<file path="config.mk">
export PLATFORM = sky130hd
export DESIGN_NAME = modcount_chain
export DESIGN_NICKNAME = d
export VERILOG_FILES = /design/src/rtl/modcount_chain.sv
export SDC_FILE = /design/constraint.sdc
export NUM_CORES = 1
export LEC_CHECK = 0
export CORE_UTILIZATION = 55
export CTS_CLUSTER_SIZE = 16
export DETAILED_ROUTE_END_ITERATION = 7
export DONT_BUFFER_PORTS = 1
export GPL_TIMING_DRIVEN = 0
export PLACE_DENSITY = 0.7
export SLEW_MARGIN = 10
export SYNTH_ARGS = -nofsm -noshare
export SYNTH_HDL_FRONTEND = slang
export SYNTH_SLANG_ARGS = --single-unit
</file>
<file path="constraint.sdc">
create_clock -name clk -period 5.9 [get_ports clk]
set_input_delay 1.18 -clock clk [delete_from_list [all_inputs] [get_ports clk]]
set_output_delay 1.18 -clock clk [all_outputs]
set_load 0.1 [all_outputs]
</file>
<file path="src/rtl/modcount_chain.sv">
// Cascaded modulo up/down counter chain (stage 0 least significant) with
// tick enable, parallel load, per-stage button adjust and registered compare.
module modcount_chain #(
  parameter int unsigned    N    = 3,
  parameter int unsigned    W    = 6,
  parameter logic [N*W-1:0] MODS = {6'd24, 6'd60, 6'd60}
) (
  input  logic           clk,
  input  logic           rst,
  input  logic           tick,
  input  logic           ud,
  input  logic           clr,
  input  logic           ld,
  input  logic [N*W-1:0] ld_val,
  input  logic           adj_en,
  input  logic [2:0]     adj_sel,
  input  logic           adj_inc,
  input  logic           adj_dec,
  input  logic [N*W-1:0] cmp_val,
  input  logic           cmp_en,
  output logic [N*W-1:0] count,
  output logic           roll,
  output logic           match
);

  localparam int unsigned CW = N * W;
  localparam int unsigned WX = W + 1;

  logic          inc_q;
  logic          dec_q;
  logic          inc_rise;
  logic          dec_rise;
  logic [CW-1:0] count_nxt;
  logic          roll_nxt;
  logic          carry;
  logic [W-1:0]  cur;
  logic [W:0]    m;

  // Modulus of stage i widened to W+1 bits; a zero field encodes 2^W.
  function automatic logic [W:0] mod_of(input int unsigned i);
    logic [W-1:0] f;
    f = MODS[i*W +: W];
    return (f == '0) ? {1'b1, {W{1'b0}}} : {1'b0, f};
  endfunction

  // Increment with wrap, evaluated in W+1 bits before truncation.
  function automatic logic [W-1:0] step_up(input logic [W-1:0] v, input logic [W:0] md);
    logic [W:0] s;
    s = {1'b0, v} + WX'(1);
    return (s >= md) ? '0 : s[W-1:0];
  endfunction

  // Decrement with wrap from 0 to MOD-1.
  function automatic logic [W-1:0] step_dn(input logic [W-1:0] v, input logic [W:0] md);
    logic [W:0] s;
    s = (v == '0) ? (md - WX'(1)) : ({1'b0, v} - WX'(1));
    return s[W-1:0];
  endfunction

  assign inc_rise = adj_inc & ~inc_q;
  assign dec_rise = adj_dec & ~dec_q;

  // Next-state selection: clr > ld > adjust > tick, at most one applies.
  always_comb begin
    count_nxt = count;
    roll_nxt  = 1'b0;
    carry     = 1'b1;
    cur       = '0;
    m         = '0;
    if (clr) begin
      count_nxt = '0;
    end else if (ld) begin
      for (int unsigned i = 0; i < N; i++) begin
        m   = mod_of(i);
        cur = ld_val[i*W +: W];
        count_nxt[i*W +: W] = ({1'b0, cur} >= m) ? '0 : cur;
      end
    end else if (adj_en) begin
      if ((inc_rise ^ dec_rise) && (32'(adj_sel) < N)) begin
        for (int unsigned i = 0; i < N; i++) begin
          if (32'(adj_sel) == i) begin
            m   = mod_of(i);
            cur = count[i*W +: W];
            count_nxt[i*W +: W] = inc_rise ? step_up(cur, m) : step_dn(cur, m);
          end
        end
      end
    end else if (tick) begin
      for (int unsigned i = 0; i < N; i++) begin
        m   = mod_of(i);
        cur = count[i*W +: W];
        if (carry) begin
          count_nxt[i*W +: W] = ud ? step_up(cur, m) : step_dn(cur, m);
        end
        carry = carry & (ud ? ({1'b0, cur} == (m - WX'(1))) : (cur == '0));
      end
      roll_nxt = carry;
    end
  end

  // State, output and button-history registers.
  always_ff @(posedge clk or negedge rst) begin
    if (!rst) begin
      count <= '0;
      roll  <= 1'b0;
      match <= 1'b0;
      inc_q <= 1'b0;
      dec_q <= 1'b0;
    end else begin
      count <= count_nxt;
      roll  <= roll_nxt;
      match <= cmp_en && (count == cmp_val);
      inc_q <= adj_inc;
      dec_q <= adj_dec;
    end
  end

endmodule

</file>
# ---- After elaboration in Yosys (flattened, before gate mapping)
# Cells that the tools add are included.
dict set report totals {
  ff_bits 22
  inputBits 49
}
dict set report classes {
  n_addsub 6
  order_cmp 7
  n_eq_ne 10
  muxes 32
  n_bitwise 7
  reduce_logical 12
}
# operator n
set ops {}
lappend ops {{$mux 6} 20}
lappend ops {{$mux 18} 5}
lappend ops {{$add 6x1->7 const B} 3}
lappend ops {{$eq 18x18->1} 1}
lappend ops {{$logic_not 6->1} 3}
lappend ops {{$sub 6x1->6 const B} 3}
lappend ops {{$ne 4x3->1 const B} 4}
lappend ops {{$ge 7x6->1 const B} 2}
lappend ops {{$eq 6x6->1 const B} 2}
lappend ops {{$ge 6x6->1 const B} 2}
lappend ops {{$reduce_bool 4->1} 3}
lappend ops {{$reduce_and 4->1} 2}
lappend ops {{$ge 7x5->1 const B} 1}
lappend ops {{$mux 1} 7}
lappend ops {{$eq 6x5->1 const B} 1}
lappend ops {{$ge 6x5->1 const B} 1}
lappend ops {{$and 1x1->1} 4}
lappend ops {{$eq 3x1->1 const B} 1}
lappend ops {{$eq 3x2->1 const B} 1}
lappend ops {{$logic_not 3->1} 1}
lappend ops {{$lt 3x2->1 const B} 1}
lappend ops {{$reduce_and 3->1} 1}
lappend ops {{$logic_and 1x1->1} 2}
lappend ops {{$not 1->1} 2}
lappend ops {{$xor 1x1->1} 1}

# ---- Depth between registers and ports, before layout
dict set report logic_depth {
  depth_word 9
  mapped_depth 9
}

# ---- Worst setup path after synthesis
# Ideal clock, no wire load.
dict set report synth_timing {
  kind {reg-to-reg}
  startpoint {register count[0]}
  endpoint {register count[6]}
  t_arrival_ns 2.530
  path_slack_ns 3.245
  stages_incl_launch_ff 10
  synth_period_minus_slack_ns 2.655
  path_cell_list {dfrtp_1 -> clkbuf_2 -> inv_1 -> ha_1 -> nor3b_2 -> nand2_1 -> a32o_1 -> or2_1 -> buf_6 -> mux2_4}
}
dict set report synth_between {
  elab_chain_len 4
}
# item line
set synth_rtl {}
lappend synth_rtl {{start, declared} 21} ;# output logic [N*W-1:0] count,
lappend synth_rtl {{start signal, assigned} 110} ;# count <= count_nxt;
lappend synth_rtl {{$eq 6x6->1 or $logic_not 6->1 (tied branches)} 95} ;# carry = carry & (ud ? ({1'b0, cur} == (m - WX'(1))) : (cur == '0));
lappend synth_rtl {{$mux 1 *} 95}
lappend synth_rtl {{$reduce_bool 4->1 (no source line) *} --}
lappend synth_rtl {{$reduce_and 4->1 (no source line) *} --}
# Every way passes the cells marked *; elsewhere a longest branch is shown, timed or not.
# A chain may end at the register's enable or synchronous reset.

# ---- Worst setup path in the final report
dict set report layout_timing {
  startpoint {register count[0]}
  endpoint {register count[13]}
}
dict set report layout_between {
  elab_chain_len 5
}
# item line
set layout_rtl {}
lappend layout_rtl {{$eq 6x6->1 or $logic_not 6->1 (tied branches)} 95}
lappend layout_rtl {{$mux 1 *} 95}
lappend layout_rtl {{$and 1x1->1 *} 95}
lappend layout_rtl {{$reduce_bool 4->1 (no source line) *} --}
lappend layout_rtl {{$reduce_and 4->1 (no source line) *} --}
# Marks and branches as above.

==> out/qor.yml <==
outcome:
  status: "finished with violations"
  failed_checks: "DRC"
yosys:
  yosysUniqueCellTypes: 71
  yosysSeqAreaShare_pct: 20.9
  ys_ff_latch: 22
  synthArstFlopShare_pct: 100
  yosys.area.top_type: "dfrtp_1"
  yosys-top-cells-count: "a21oi_1, dfrtp_1, nand2_1"
  synth_nets: 396
  netlist.area_leader.share_pct: 20.9
  synth.most_common_cell: "a21oi_1"
  ys.flop_type: "dfrtp_1"
  yosysWarnings: 0
  synthCells: 339
  syn_avg_cell_area_sq_um: 7.77
  synth_edf_count: 0
  netlist_top_cells_area: "dfrtp_1, xnor2_1, a21oi_1, ha_1, o21ai_0"
  synth_area_sq_mm: 0.00263
routing:
  drt-pass1-iter-count: 8
  num_vias: 2896
  wl_per_cell_um: 21.2
  final_antenna_net_count: 0
  drc: 5
  viasPerCell: 7.33
  drt_iter0_drc: 242
  wl_um: 8380
critical_path:
  r2r_cells: 8
  critPathMaxFanout: 7
  crit_path_cell_trace: "clkbuf_2 -> inv_1 -> ha_1 -> nor3b_2 -> nand4_1 -> a221oi_2 -> o21a_2 -> mux2i_1"
  slowest_stage: "dfrtp_1"
  crit_path_start: "count[0]"
  start_kind: "flip-flop"
  critPathTopFamily: "compound AO/OA/AOI/OAI gates"
  path_buf_inv: 2
  critPathKind: "flip-flop to flip-flop"
  cp.arrival_ns: 3.26
  required_ns: 6.10
  cp_num_cells: 8
  r2r-end: "count[13]"
  crit_path_end_kind: "flip-flop"
  critPathMaxStageDelay_ns: 0.75
  r2r-start: "count[0]"
  worst-r2r-setup-slack_ns: 2.84
global_route:
  grt_use_total_pct: 34.3
  first_global_vias: 2699
  antenna_found_initial: 0
  gr-total-overflow: 0
  grt_first_pass_wirelength_um: 13700
  grt_max_degree: 23
clock_network:
  clock_latency_ns: 0.28
  cts_buffer_depth: 2
  cts_resized: 0
  clock-sinks: 22
  ctsHoldBuffers: 0
  htree_levels: 1
  cts_made_buffers: 3
  postCtsSetupRepairBufs: 0
  cts_root_buf: "clkbuf_8"
  cts_tree: "yes"
  path_clk_slew_ns: 0.10
die:
  die_w_um: 71.2
  io_pins: 69
  fp.dieArea_sq_mm: 0.00507
  rows: 24
  die-height_um: 71.2
  coreArea_sq_mm: 0.00447
  start_util_pct: 58.8
timing:
  finalCritPeriodShare_pct: 51.9
  drv_slew: 0
  tns_ns: 0
  fin_hold_ws_ns: 0.581
  setup_slack_ns: 2.84
  fin_skew_ns: 0.00411
  min_period_ns: 3.06
  worstMarginPinSlew_ns: 1.15
  finalSetupViolations: 0
  fmax_ghz: 0.327
  rsz0062_at_grt: "no"
  hold_viol: 0
  relSlewSlack_pct: 23.3
power:
  p_leak_nw: 1.08
  power_uw: 831
  power_density_mw_per_mm2: 300
  peakVddDrop_mv: 0.173
final_layout:
  num-nets-final: 401
  n_antenna_cell: 0
  utilization_pct: 61.9
  area.growth.synth_to_final_pct: 5.18
  fillCellCount: 426
  drive_gt1_share_pct: 8.16
hold_path:
  hold_path_class: "primary input to async pin"
place:
  gp_congestion: 0.934
  port_buffers: 0
  dp_slack_ns: 2.87
  dpl.hpwl_um: 6140
flow_run:
  max_cap_violations: 0
## cell usage in the layout, fill, tap and decap left out, types with 4 or more instances in the layout
cell type	n
a21oi_1	24
dfrtp_1	22
nand2_1	21
o21ai_0	20
xnor2_1	18
nor2_1	16
clkbuf_1	15
inv_1	14
nand3_1	10
nor3_1	9
a31oi_1	9
o211ai_1	9
buf_2	8
nor2b_1	8
ha_1	8
o221ai_1	7
a21o_1	7
nand4_1	6
a311oi_1	6
nand2b_1	5
o21a_1	5
o31ai_1	5
xor2_1	4
a221oi_1	4
a211oi_1	4
## how the worst max path moves through the flow
stage,end,slack [ns]
6_report,count[13],2.84
5_1_grt,count[13],2.66
4_1_cts,count[13],2.87
3_5_place_dp,count[13],2.87
3_3_place_gp,count[6],2.90
2_1_floorplan,count[6],3.24
## worst register-to-register path, delay by kind of cell (launching register included)
kind	cells	cell delay, ns
AO/OA/AOI/OAI	2	0.78
adder cells (fa/ha/maj)	1	0.27
buffers and inverters	2	0.47
flip-flops	1	0.75
multiplexers	1	0.22
AND/OR/NAND/NOR	2	0.50
## through the flow
step | std cells | instance area, sq um
4_1_cts | 395 | 2770
6_report | 395 | 2770
3_3_place_gp | 391 | 2700
5_1_grt | 395 | 2770
2_1_floorplan | 339 | 2630
3_5_place_dp | 391 | 2700
## power breakdown
group	switching (mW)	internal (mW)	leakage, nW	total, mW
combinational	0.199	0.136	0.757	0.335
clock	0.0617	0.0909	0.0357	0.153
sequential	0.176	0.167	0.283	0.343
total	0.436	0.394	1.08	0.831
## layout make-up
class                           instances  area (sq um)  share of cell area (%)
Inverter                               15          56.3                    2.03
Buffer                                 29           136                    4.93
Sequential cell                        22           551                    19.9
Tap cell                               52          65.1                    2.35
Clock inverter                          1          30.0                    1.08
Multi-Input combinational cell        273          1890                    68.2
Clock buffer                            3          41.3                    1.49
## state kept, by name, indices dropped and copies added, names as in the netlist
| name | flops |
|---|---|
| count | 18 |
| dec_q | 1 |
| inc_q | 1 |
| match | 1 |
| roll | 1 |
## logic make-up after synthesis
family	count (synthesis)	share of synthesized area, %
AOI/OAI and AO/OA	135	36.6
and+or+nand+nor	104	22.2
muxes	4	1.76
adders and majority gates	8	3.80
xor gates and xnor gates	22	7.32
buffers and inverters	44	7.32
DFF	22	20.9
## layer usage
layer / GRT usage (%) / share of wire [%]
met1: 46.6 / 41
met2: 55.1 / 46
met3: 5.98 / 11
met4: 11.1 / 1.4
met5: 0 / 0
Power figures use the tool's default switching activity.
